$ cat src/rtl/gate_truth_sweeper.sv
// Closed-loop truth-table sweeper: drives every input combination into a
// combinational gate and waits SETTLE cycles per vector. It then samples the
// gate output and compares it against TRUTH. It reports the number of
// mismatches, the index of the first mismatch and a final pass flag.
module gate_truth_sweeper #(
  parameter int          N_IN   = 1,
  parameter logic [15:0] TRUTH  = 16'h0001,
  parameter int          SETTLE = 2
) (
  input  logic            clk,
  input  logic            rst,
  input  logic            start,
  input  logic            dut_out,
  output logic [N_IN-1:0] in_vec,
  output logic            busy,
  output logic            done,
  output logic            pass,
  output logic [N_IN:0]   err_count,
  output logic [N_IN-1:0] fail_idx
);

  typedef enum logic [1:0] {
    IDLE,
    WAIT,
    CHECK,
    DONE
  } state_t;

  localparam logic [3:0]      SETTLE_LAST = 4'(SETTLE - 1);
  localparam logic [N_IN:0]   ERR_ONE     = 1;
  localparam logic [N_IN-1:0] VEC_ONE     = 1;
  localparam logic [3:0]      CNT_ONE     = 1;

  state_t          state, state_nxt;
  logic [3:0]      settle_cnt, settle_cnt_nxt;
  logic [N_IN-1:0] in_vec_nxt, fail_idx_nxt;
  logic [N_IN:0]   err_count_nxt;
  logic            busy_nxt, done_nxt, pass_nxt;
  logic            mismatch;

  assign mismatch = (dut_out != TRUTH[in_vec]);

  // State and registered outputs; reset acts immediately, even mid-sweep
  always_ff @(posedge clk or posedge rst) begin
    if (rst) begin
      state      <= IDLE;
      settle_cnt <= '0;
      in_vec     <= '0;
      busy       <= 1'b0;
      done       <= 1'b0;
      pass       <= 1'b0;
      err_count  <= '0;
      fail_idx   <= '0;
    end else begin
      state      <= state_nxt;
      settle_cnt <= settle_cnt_nxt;
      in_vec     <= in_vec_nxt;
      busy       <= busy_nxt;
      done       <= done_nxt;
      pass       <= pass_nxt;
      err_count  <= err_count_nxt;
      fail_idx   <= fail_idx_nxt;
    end
  end

  // Next-state and next-output decode; everything holds unless changed
  always_comb begin
    state_nxt      = state;
    settle_cnt_nxt = settle_cnt;
    in_vec_nxt     = in_vec;
    busy_nxt       = busy;
    done_nxt       = done;
    pass_nxt       = pass;
    err_count_nxt  = err_count;
    fail_idx_nxt   = fail_idx;
    case (state)
      IDLE, DONE: begin
        if (start) begin
          in_vec_nxt     = '0;
          settle_cnt_nxt = '0;
          err_count_nxt  = '0;
          fail_idx_nxt   = '0;
          pass_nxt       = 1'b0;
          done_nxt       = 1'b0;
          busy_nxt       = 1'b1;
          state_nxt      = WAIT;
        end
      end
      WAIT: begin
        settle_cnt_nxt = settle_cnt + CNT_ONE;
        if (settle_cnt == SETTLE_LAST) begin
          state_nxt = CHECK;
        end
      end
      CHECK: begin
        if (mismatch) begin
          err_count_nxt = err_count + ERR_ONE;
          if (err_count == '0) begin
            fail_idx_nxt = in_vec;
          end
        end
        if (&in_vec) begin
          busy_nxt  = 1'b0;
          done_nxt  = 1'b1;
          pass_nxt  = (err_count == '0) && !mismatch;
          state_nxt = DONE;
        end else begin
          in_vec_nxt     = in_vec + VEC_ONE;
          settle_cnt_nxt = '0;
          state_nxt      = WAIT;
        end
      end
      default: state_nxt = IDLE;
    endcase
  end

endmodule

$ cat config.mk
export PLATFORM = sky130hd
export DESIGN_NAME = gate_truth_sweeper
export DESIGN_NICKNAME = d
export VERILOG_FILES = /design/src/rtl/gate_truth_sweeper.sv
export SDC_FILE = /design/constraint.sdc
export NUM_CORES = 1
export LEC_CHECK = 0
export ABC_AREA = 1
export CORE_AREA = 4 4 41 43
export DETAILED_ROUTE_END_ITERATION = 6
export DIE_AREA = 0 0 45 47
export DONT_BUFFER_PORTS = 1
export GPL_ROUTABILITY_DRIVEN = 0
export GPL_TIMING_DRIVEN = 0
export PLACE_DENSITY = 0.76
export SLEW_MARGIN = 15
export SYNTH_ARGS = -nofsm -noshare
export SYNTH_HDL_FRONTEND = slang
export SYNTH_SLANG_ARGS = --single-unit
$ cat constraint.sdc
create_clock -name clk -period 3.3 [get_ports clk]
set_input_delay 0.495 -clock clk [delete_from_list [all_inputs] [get_ports clk]]
set_output_delay 0.495 -clock clk [all_outputs]
set_load 0.03 [all_outputs]
## Word level (Yosys, flattened, before mapping)

Index checks and enable logic that the tools add are counted.

- Bits in latches: 0
- Memories: 0
- Bits in registers: 13
- Bits in read-only memories: 0
- Input bits: 4
- RAM bits: 0
- Word-level logic and storage cells: 60
- Output and inout bits: 7

- Add/sub/neg operators: 3
- Equality and inequality tests: 11
- Muxes and demuxes: 25
- Multipliers: 0
- Bitwise gates (word level): 0
- Reduce and logical (&&, ||, !) cells: 12
- Divide/modulo/power cells: 0
- Shift-type cells: 0
- Order comparisons: 1

Operators with widths:

| kind | count |
|---|---|
| $ne A2 B2 Y1 const B | 6 |
| $pmux W4 S3 | 1 |
| $mux W1 | 10 |
| $mux W2 | 5 |
| $pmux W1 S2 | 5 |
| $mux W4 | 2 |
| $pmux W2 S3 | 1 |
| $reduce_and A2 Y1 | 3 |
| $reduce_and A3 Y1 | 2 |
| $lt A1 B5 Y1 const B | 1 |
| $add A4 B1 Y4 const B | 1 |
| $eq A2 B2 Y1 const B | 2 |
| $eq A4 B1 Y1 const B | 1 |
| $logic_not A2 Y1 | 2 |
| $pmux W2 S2 | 1 |
| $reduce_and A4 Y1 | 1 |
| $add A2 B1 Y2 const B | 1 |
| $eq A2 B1 Y1 const B | 1 |
| $reduce_bool A2 Y1 | 1 |
| $reduce_or A2 Y1 | 1 |
| $add A1 B1 Y1 const B | 1 |
| $logic_and A1 B1 Y1 | 1 |
| $logic_not A1 Y1 | 1 |
| $ne A1 B1 Y1 | 1 |

## Longest topological paths before layout

Gate-level depths: netlist of the first run.

- Depth after elaboration: 7
- Depth in mapped cells: 9
- Mapped depth without buffers: 9

## Worst setup path after synthesis of the first run

No wires, ideal clock.

- Path kind: reg-to-reg
- Start: register state[0]
- End: register err_count[0]
- Path slack: 1.985 ns
- Library setup time: 0.126 ns
- Path buffers: 0
- Stages on the path, launching flop included: 9
- Required time: 3.174 ns
- Arrival time: 1.189 ns
- Clock period less this slack: 1.315 ns
- Cells stage by stage: dfrtp_1 inv_1 ha_1 nand2_4 nand2_4 inv_1 nand2_1 nand2_1 o21ai_0

- Cells in the longest elaborated chain, start to end: 4
- Elaborated cells between the ends (all ways): 9
- Those cells by class: eq/ne (4); mux (1); reduce/logical (4)

RTL lines:

| what | line | source |
|---|---|---|
| start: declaration | 34 | `state_t state, state_nxt;` |
| start signal: assignment | 55 | `state <= state_nxt;` |
| $eq A2 B2 Y1 / $logic_not A2 Y1 (equally long branches) | 76 | `case (state)` |
| $reduce_or A2 Y1 | 76 |  |
| $ne A2 B2 Y1 (no line) / $reduce_bool A2 Y1 (equally long branches) | - |  |
| $reduce_and A3 Y1 (no line) | - |  |
| end signal: assignment | 61 | `err_count <= err_count_nxt;` |
| end: declaration | 18 | `output logic [N_IN:0] err_count,` |

Parallel ways exist; a longest one is shown, timed or not.
A chain may end at the register's enable or synchronous reset.

## Worst setup path in the final report of the first run

Same ends and word-level chain as after synthesis.

==> results of run 1 <==
==> stage by stage <==
step                      util (%)  cells
after floorplan                  -     96
after global placement        61.7    111
after detailed placement      61.7    111
after CTS                     63.7    115
after global routing          63.7    115
final                         63.7    115
==> Yosys cell counts (all sizes together) <==
| library cell | count |
|---|---|
| dfrtp | 13 |
| nor2 | 4 |
| ha | 7 |
| o21ai | 10 |
| inv | 18 |
| or2 | 1 |
| nand3 | 6 |
| a21oi | 1 |
| nand2 | 34 |
| nand4 | 2 |
==> sequential cells by signal (all words and copies together) (netlist names) <==
name and flops:
done 1, busy 1, fail_idx 1, err_count 2, pass 1, state 2, settle_cnt 4, in_vec 1
==> critical path: cells and delay by family (launching register included) <==
kind / cells / cell delay (ps)
AOI/OAI and AO/OA: 1 / 90
adders and majority gates: 1 / 370
buffers and inverters: 2 / 130
DFF: 1 / 380
and+or+nand+nor: 4 / 360
==> cell usage in the layout, fill, tap and decap left out <==
| cell type | instances |
|---|---|
| nor2_4 | 1 |
| nor2_1 | 3 |
| nand2_1 | 29 |
| nand3_4 | 1 |
| ha_1 | 7 |
| clkbuf_1 | 1 |
| or2_2 | 1 |
| inv_1 | 16 |
| clkbuf_4 | 3 |
| nand2_4 | 5 |
| nand4_1 | 2 |
| dfrtp_1 | 13 |
| inv_2 | 2 |
| a21oi_1 | 1 |
| o21ai_0 | 7 |
| o21ai_1 | 3 |
| nand3_1 | 5 |
==> kinds of logic after synthesis <==
kind of cell	after synthesis
AO/OA/AOI/OAI	11
adder cells (fa/ha/maj)	7
buffers and inverters	18
flip-flops	13
AND/OR/NAND/NOR	47
==> area by class of cell <==
class                      instances  area, um2  share of cell area (%)
multi-input combinational         65        392                    47.2
sequential                        13        325                    39.2
inverter                          18       67.6                    8.14
clock buffer                       4       26.3                    3.17
tap                               15       18.8                    2.26
==> worst paths after layout <==
path                       cells after the start             to  slack [ps]
hold reg to reg                                2  settle_cnt[3]         580
min in group clk                               4       fail_idx         550
setup reg to reg                               8   err_count[0]        1840
setup / recovery                               8   err_count[0]        1840
max in group asynchronous                      1       fail_idx        2850
hold / removal                                 1         in_vec         110
==> routing by layer <==
layer	vias up	global-route usage (%)
li1	306	-
met1	290	18.5
met2	12	31.9
met3	5	2.68
met4	0	8.77
met5	-	0
==> power breakdown <==
part	internal [mW]	switching, mW	total, mW
sequential	0.214	0.113	0.327
clock	0.0470	0.0557	0.103
combinational	0.133	0.254	0.387
total	0.394	0.423	0.817
==> metrics.md, run 1 <==
| Metric | Value |
|---|---|
| Status | finished clean |
| DRT Pass-1 Iters | 4 |
| Final setup viols | 0 |
| Met3 WL | 65 um |
| Area delta synth->final | 5.74% |
| Crit path kind | flip-flop to flip-flop |
| Horiz. Die Dim | 45 um |
| Synth Area in Compound Gates | 7.02% |
| PnR Total Power | 817 uW |
| Worst-path cell chain | inv_1, ha_1, nand2_4, nand2_4, inv_1, nand2_1, nand2_1, o21ai_0 |
| CTS H-tree lvls | 1 |
| DP Area | 803 um2 |
| RR Startpoint | state[0] |
| Vias in the first global route | 574 |
| Crit start category | flip-flop |
| Fin worst setup slack | 1840 ps |
| Distinct cells, synth | 15 |
| Worst min path class | input pin to async pin |
| Met2 WL post-DR | 769 um |
| Final Cycle Share | 44.2% |
| Hold buffer count at cts | 0 |
| Wl on met1 | 637 um |
| Maximum clock frequency | 0.685 GHz |
| Max-slew violations | 0 |
| Slew HR | 66.8% |
| Top Metal Used | met4 |
| CTS tree | yes |
| Maximum fanout along the worst path | 5 |
| Antenna viol nets, final | 0 |
| Die area | 2120 um2 |
| Final Hold Fails | 0 |
| FP Rows | 13 |
| Final instance area | 830 um2 |
| Core area | 1300 um2 |
| Worst Skew | 1.52 ps |
| # IOs | 11 |
| Drt wl/cell | 13.1 um |
| Starting density of the core | 60.3% |
| Die Y | 47 um |
| Post-synthesis simple-gate area fraction | 31.7% |
| Antenna violations before repair | 0 |
| Critical-path top delay cell | dfrtp_1 |
| Sink Count | 13 |
| CTS clk-pin slew, worst paths | 80 ps |
| Root buffer cell | clkbuf_4 |
| Clock Tree Buf Depth | 2 |
| Vias | 613 |
| PortBufs | 0 |
| DRT Wirelength | 1500 um |
| P_leak | 0.439 nW |
| DP HPWL | 1210 um |
| RSZ-0062 raised after global routing | false |
| Max-cap viol count | 0 |
| Post-synthesis sequential area ratio | 41.5% |
| Layout cells sized above 1 | 13.0% |
| Fin Setup TNS | 0 ps |
| Register bit total from synthesis | 13 |
| Syn Inst Count | 96 |
| Post-place setup slack | 1850 ps |
| Post-CTS sizing | 0 |
| Routed vias/inst | 5.33 |
| Post-CTS Repair Setup Buffers | 0 |
| Critical Path Max Stage Delay | 380 ps |
| Total congestion overflow | 0 |
| # fillers | 121 |
| Synthesis Warnings | 0 |
| Post-Synth XOR/XNOR Area | 0% |
| Post-layout min period | 1460 ps |
| Post-synth top area share | 41.5% |
| DRC violations left | 0 |
| Average size of a mapped cell | 8.17 um2 |
| CP startpoint | state[0] |
| DR iter-0 viols | 24 |
| Syn Nets | 107 |
| Hold Slack | 113 ps |
| Dominant cells by area after synthesis | dfrtp_1 (41%), nand2_1 (14%), ha_1 (11%) |
| Nets | 112 |
| Crit path DAT | 1620 ps |
| Worst-Margin Slew | 498 ps |
| Antenna Diode Count | 0 |
| Pin count of the biggest net entering global routing | 14 |
| Yosys top cell by area | dfrtp_1 |
| Largest family of logic cells by synthesized area | simple AND/OR/NAND/NOR gates |
| Total GRT Usage | 17.1% |
| Mapped cell area | 785 um2 |
| Worst vdd ir | 0.000434 V |
| Clk_lat worst skew | 280 ps |
| CP Capture Type | flip-flop |
| First-pass GRT wire length | 2520 um |
| Pwr dens | 985 nW/um2 |
| Worst Path Required | 3460 ps |
| Post-synthesis mux area share | 0% |
| Post-synthesis adder-cell area fraction | 11.2% |
| Cts bufs inserted | 3 |
Power figures use the tool's default switching activity.
==> run 2: changes to the inputs <==
--- a/config.mk
+++ b/config.mk
@@ -6,13 +6,13 @@
 export NUM_CORES = 1
 export LEC_CHECK = 0
 export ABC_AREA = 1
-export CORE_AREA = 4 4 41 43
+export CORE_MARGIN = 4
+export CORE_UTILIZATION = 53
 export DETAILED_ROUTE_END_ITERATION = 6
-export DIE_AREA = 0 0 45 47
 export DONT_BUFFER_PORTS = 1
 export GPL_ROUTABILITY_DRIVEN = 0
 export GPL_TIMING_DRIVEN = 0
-export PLACE_DENSITY = 0.76
+export PLACE_DENSITY = 0.72
 export SLEW_MARGIN = 15
 export SYNTH_ARGS = -nofsm -noshare
 export SYNTH_HDL_FRONTEND = slang
==> constraint.sdc (replaced) <==
create_clock -name clk -period 1.3 [get_ports clk]
set_input_delay 0.195 -clock clk [delete_from_list [all_inputs] [get_ports clk]]
set_output_delay 0.195 -clock clk [all_outputs]
set_load 0.03 [all_outputs]
==> run 2 against run 1 <==
- sequential share of layout area down 3.1 points
- critical path depth unchanged
- wire length down 8.4%
- critical path type unchanged
- global-route usage down 1.9 points
- die area up 2.1%
- flip-flop and latch count unchanged
- utilization up 4.0 points
- count of clock-buffer cells in the layout unchanged
- cell count up 2.6%
- cell area up 10%
- critical endpoint is now fail_idx
- clock skew up 8.4 ps
- combinational power rose to 3.1 times the previous value
==> metrics.md, run 2 (synthesized netlist as in run 1, its figures left out) <==
| Metric | Value |
|---|---|
| Vias in the first global route | 548 (-4.5%) |
| Storage element area | 330 um2 (+1.5%) |
| Hold Slack | 297 ps (+184 ps) |
| Worst Skew | 9.95 ps (+8.43 ps) |
| Most frequent cells in the layout | nand2_1 (27), inv_1 (12), dfrtp_1 (9) |
| Antenna violations before repair | 0 (unchanged) |
| DP Area | 816 um2 (+1.6%) |
| CTS H-tree lvls | 1 (unchanged) |
| Multi-input logic area | 447 um2 (+14%) |
| Total GRT Usage | 15.1% (-1.9 points) |
| Final instance area | 915 um2 (+10%) |
| Max-cap viol count | 0 (unchanged) |
| Crit path kind | flip-flop to flip-flop |
| Vias | 597 (-2.6%) |
| Critical Path Max Stage Delay | 450 ps (+70 ps) |
| Clk pwr share | 11.0% (-1.6 points) |
| Most common cell after layout, fill and taps aside | nand2_1 |
| RSZ-0062 raised after global routing | true |
| Final setup viols | 0 (unchanged) |
| Nets | 115 (+2.7%) |
| Crit path DAT | 1460 ps (-160 ps) |
| Final Cycle Share | 99.3% (+55 points) |
| # fillers | 121 (unchanged) |
| First-pass GRT wire length | 2230 um (-12%) |
| Largest registers | settle_cnt: 4 flops, err_count: 2 flops, state: 2 flops |
| DP HPWL | 1040 um (-14%) |
| CTS tree | yes |
| Sw Share | 50.0% (-1.8 points) |
| Worst-Margin Slew | 495 ps (-2.59 ps) |
| Final Hold Fails | 0 (unchanged) |
| Cts bufs inserted | 3 (unchanged) |
| Antenna viol nets, final | 0 (unchanged) |
| Worst Path Required | 1470 ps (-1990 ps) |
| CP Capture Type | flip-flop |
| PortBufs | 0 (unchanged) |
| Min-delay src | dut_out |
| Post-layout min period | 1290 ps (-169 ps) |
| Antenna Diode Count | 0 (unchanged) |
| Core area | 1350 um2 (+3.7%) |
| Routed vias/inst | 5.06 (-5.1%) |
| Area delta synth->final | 16.6% |
| DRT Pass-1 Iters | 3 (-1) |
| Die Y | 46.5 um (-1.1%) |
| Clock Tree Buf Depth | 2 (unchanged) |
| Worst vdd ir | 0.00132 V (+200%) |
| Max reg flops | 4 (unchanged) |
| RR Startpoint | state[1] |
| Clk_lat worst skew | 280 ps (about the same) |
| FP Rows | 13 (unchanged) |
| Horiz. Die Dim | 46.5 um (+3.3%) |
| Die area | 2160 um2 (+2.1%) |
| Int Pwr | 1.15 mW (+190%) |
| Crit-path leading delay family | flip-flops |
| Sink Count | 13 (unchanged) |
| Crit-path most repeated cell | nand2_1 |
| Pin count of the biggest net entering global routing | 14 (unchanged) |
| Crit start category | flip-flop |
| Layout cells sized above 1 | 29.1% (+16 points) |
| Worst-path cell chain | ha_4, inv_2, nand2_4, nand2_4, nor2_4, nand2_1, nand2_1, nand2_1 |
| Max-slew violations | 0 (unchanged) |
| P_leak | 0.442 nW (+0.67%) |
| CTS clk-pin slew, worst paths | 70 ps (about the same) |
| Worst min path class | input pin to flip-flop |
| Fin Setup TNS | 0 ps (unchanged) |
| Net switching power | 1.15 mW (+170%) |
| DR iter-0 viols | 4 (-83%) |
| Combinational Power Share | 52.2% (+4.8 points) |
| CP startpoint | state[1] |
| Critical-path top delay cell | dfrtp_2 |
| Status | finished clean |
| Reg with most FFs | settle_cnt |
| DRT Wirelength | 1380 um (-8.4%) |
| Root buffer cell | clkbuf_4 |
| Sequential power share | 36.8% (-3.2 points) |
| Drt wl/cell | 11.7 um (-11%) |
| DRC violations left | 0 (unchanged) |
| Maximum clock frequency | 0.775 GHz (+13%) |
| Total congestion overflow | 0 (unchanged) |
| Maximum fanout along the worst path | 3 (-2) |
| Buf/Inv on CP | 1 (-1) |
| Pwr dens | 2520 nW/um2 (+160%) |
| # IOs | 11 (unchanged) |
| Slew HR | 67.0% (+0.17 points) |
| Starting density of the core | 58.1% (-2.2 points) |
==> run 2: cell count changes in the layout (fill, tap and decap cells not counted), moves of 3 or more <==
cell,before,now
inv_2,2,6
dfrtp_2,0,4
dfrtp_1,13,9
ha_1,7,4
o21ai_1,3,7
inv_1,16,12
o21ai_0,7,2
==> run 2: final timing paths <==
| check | slack, ps | cells past startpoint | to |
|---|---|---|---|
| min reg2reg | 560 | 2 | settle_cnt[3] |
| min in group asynchronous | 370 | 2 | busy |
| max in group asynchronous | 560 | 2 | in_vec |
| max | 9 | 8 | fail_idx |
| max reg2reg | 9 | 8 | fail_idx |
| min | 300 | 4 | fail_idx |
==> run 2: final cells by class <==
cell class / instances / area share (%)
timing repair buffer: 3 / 2.74
tap: 15 / 2.05
clock buffer: 4 / 2.87
inverter: 18 / 7.39
multi-input combinational: 65 / 48.8
sequential: 13 / 36.1
==> run 2: layer usage <==
layer	GRT usage, %	routed length [um]
met1	18.9	681
met4	10.2	31
met2	22.8	609
met3	3.52	54
met5	0	0
==> run 2: metrics by stage <==
step                util, %  std cells  setup slack, ps  total power, mW
floorplan                 -         96             22.9             1.64
global placement       60.4        111            -69.4             1.80
detailed placement     60.4        111             -106             1.83
CTS                    65.4        118             1.47             2.20
global route           67.7        118            -57.0             2.52
finish                 67.7        118             9.10             2.31
==> run 2: power by group through the flow <==
stage / clock (mW) / combinational [mW] / sequential [mW]
finish: 0.254 / 1.20 / 0.848
global route: 0.275 / 1.36 / 0.877
CTS: 0.259 / 1.10 / 0.839
detailed placement: 0 / 0.983 / 0.845
global placement: 0 / 0.957 / 0.838
floorplan: 0 / 0.833 / 0.810
==> run 2: what timing repair did <==
item	4_1_cts	5_1_grt
hold endpoints to repair	13	0
hold buffers	1	0
gates resized for setup	8	14
setup endpoints to repair	11	10
gates cloned	0	0
buffers inserted	2	0
pin swaps	2	3
==> run 2: tightest hold or removal path, cell delays in order <==
cell and delay (ps):
nand2_1 30, nand3_1 150, nand3_1 100, nand2_1 70
==> run 3: changes to the inputs <==
--- a/config.mk
+++ b/config.mk
@@ -12,7 +12,8 @@
 export DONT_BUFFER_PORTS = 1
 export GPL_ROUTABILITY_DRIVEN = 0
 export GPL_TIMING_DRIVEN = 0
-export PLACE_DENSITY = 0.72
+export PLACE_DENSITY_LB_ADDON = 0.25
+export SETUP_SLACK_MARGIN = 0.15
 export SLEW_MARGIN = 15
 export SYNTH_ARGS = -nofsm -noshare
 export SYNTH_HDL_FRONTEND = slang
==> run 3 against run 2 <==
- the run now ends with setup timing left
- critical path depth rose by 1
- cell count did not move
- global-route usage rose by 1.6 points
- clock skew barely moved
- sequential power fell by 2%
- largest power group unchanged
==> metrics.md, run 3 (synthesized netlist as in run 1, its figures left out) <==
| Metric | Value |
|---|---|
| Status | finished with violations |
| Failing checks | setup timing |
| Die Y | 46.5 um (unchanged) |
| Most common cell after layout, fill and taps aside | nand2_1 |
| Total congestion overflow | 0 (unchanged) |
| CTS H-tree lvls | 1 (unchanged) |
| Worst Path Required | 1460 ps (about the same) |
| Starting density of the core | 58.1% (unchanged) |
| Pin count of the biggest net entering global routing | 14 (unchanged) |
| CTS clk-pin slew, worst paths | 80 ps (about the same) |
| Total GRT Usage | 16.8% (+1.6 points) |
| RSZ-0062 raised after global routing | true |
| Core area | 1350 um2 (unchanged) |
| FP Rows | 13 (unchanged) |
| Post-layout min period | 1320 ps (+33.6 ps) |
| Sw Share | 49.8% (-0.20 points) |
| Crit path DAT | 1480 ps (+20 ps) |
| Slew HR | 67.1% (+0.091 points) |
| # fillers | 107 (-12%) |
| Max reg flops | 4 (unchanged) |
| Largest registers | settle_cnt: 4 flops, err_count: 2 flops, state: 2 flops |
| Crit path kind | flip-flop to flip-flop |
| Fin worst setup slack | -24.5 ps (-33.6 ps) |
| Max-cap viol count | 0 (unchanged) |
| Die area | 2160 um2 (unchanged) |
| Area delta synth->final | 13.9% |
| Combinational Power Share | 51.5% (-0.7 points) |
| Antenna violations before repair | 0 (unchanged) |
| First-pass GRT wire length | 2500 um (+12%) |
| Vias | 601 (+0.67%) |
| Maximum fanout along the worst path | 5 (+2) |
| Maximum clock frequency | 0.755 GHz (-2.5%) |
| Pwr dens | 2500 nW/um2 (-0.93%) |
| Root buffer cell | clkbuf_4 |
| # IOs | 11 (unchanged) |
| Sequential power share | 37.4% (+0.6 points) |
| Antenna Diode Count | 0 (unchanged) |
| Net switching power | 1.11 mW (-3.6%) |
| Nets | 115 (unchanged) |
| Horiz. Die Dim | 46.5 um (unchanged) |
| Worst vdd ir | 0.00121 V (-8.3%) |
| Sink Count | 13 (unchanged) |
| Routed vias/inst | 5.09 (+0.67%) |
| Fin Setup TNS | -54.0 ps (-54.0 ps) |
| Final Cycle Share | 102% (+2.6 points) |
| DRT Wirelength | 1420 um (+3.3%) |
| CP Capture Type | flip-flop |
| Most frequent cells in the layout | nand2_1 (26), inv_1 (13), dfrtp_1 (11) |
| Layout cells sized above 1 | 25.2% (-3.9 points) |
| Hold Slack | 294 ps (-3.24 ps) |
| CTS tree | yes |
| Final setup viols | 3 (+3) |
| DRT Pass-1 Iters | 4 (+1) |
| Dpl cells | 111 (unchanged) |
| Clock Tree Buf Depth | 2 (unchanged) |
| DP HPWL | 1030 um (-0.95%) |
| Final Hold Fails | 0 (unchanged) |
| Max-slew violations | 0 (unchanged) |
| Final instance area | 893 um2 (-2.3%) |
| Worst-Margin Slew | 494 ps (-1.37 ps) |
| Reg with most FFs | settle_cnt |
| Cts bufs inserted | 3 (unchanged) |
| Clk pwr share | 11.0% (about the same) |
| PnR Total Power | 2.23 mW (-3.2%) |
| Post-place setup slack | -43.3 ps (+62.5 ps) |
| Worst min path class | input pin to flip-flop |
| Clk_lat worst skew | 270 ps (about the same) |
| Final core utilization | 66.2% (-1.6 points) |
| Drt wl/cell | 12.1 um (+3.3%) |
| DR iter-0 viols | 5 (+1) |
| P_leak | 0.445 nW (+0.64%) |
| Antenna viol nets, final | 0 (unchanged) |
| Int Pwr | 1.12 mW (-2.8%) |
| DP Area | 821 um2 (+0.61%) |
| Vias in the first global route | 588 (+7.3%) |
| Crit start category | flip-flop |
| Non-filler instance count after layout | 118 (unchanged) |
| DRC violations left | 0 (unchanged) |
| PortBufs | 0 (unchanged) |
| Worst Skew | 10.3 ps (+0.320 ps) |
## run 3: final cells by class
class | count | area, um2 | area share [%]
sequential | 13 | 328 | 36.7
inverter | 18 | 67.6 | 7.56
clock buffer | 4 | 26.3 | 2.94
multi-input combinational | 65 | 428 | 47.9
timing repair buffer | 3 | 25.0 | 2.80
tap | 15 | 18.8 | 2.10
## run 3: per-layer routing
layer | track usage (%) | wire length [um]
met5 | 0 | 0
met4 | 13.1 | 46
met3 | 4.69 | 67
met2 | 23.9 | 656
met1 | 20.9 | 652
## run 3: power groups by stage
stage	Clock [mW]	Combinational, mW	Sequential [mW]
after detailed placement	0	1.00	0.855
after floorplan	0	0.855	0.819
after global routing	0.280	1.31	0.860
final	0.246	1.15	0.835
after CTS	0.259	1.11	0.834
after global placement	0	0.974	0.847
## run 3: final timing paths
| path | from | to | slack [ps] | cells past startpoint |
|---|---|---|---|---|
| min in group asynchronous | rst | settle_cnt[2] | 390 | 2 |
| max reg2reg | state[0] | fail_idx | -20 | 9 |
| min | dut_out | pass | 290 | 5 |
| max | state[0] | fail_idx | -20 | 9 |
| min reg2reg | settle_cnt[3] | settle_cnt[3] | 560 | 2 |
| max in group asynchronous | rst | err_count[0] | 540 | 2 |
## run 3: critical path: stages, from the launching register on
cell and delay, ps:
dfrtp_1 410, inv_2 110, ha_2 240, inv_2 70, nand2_4 90, nand2_4 60
nor2_4 80, nand2_1 50, nand2_1 50, nand2_1 50
## run 3: timing repair
item / 4_1_cts / 5_1_grt
endpoints found under the setup margin: 13 / 13
hold endpoints to repair: 13 / 0
buffers inserted: 2 / 0
hold buffers: 1 / 0
resized for setup: 6 / 4
pin swaps: 3 / 1
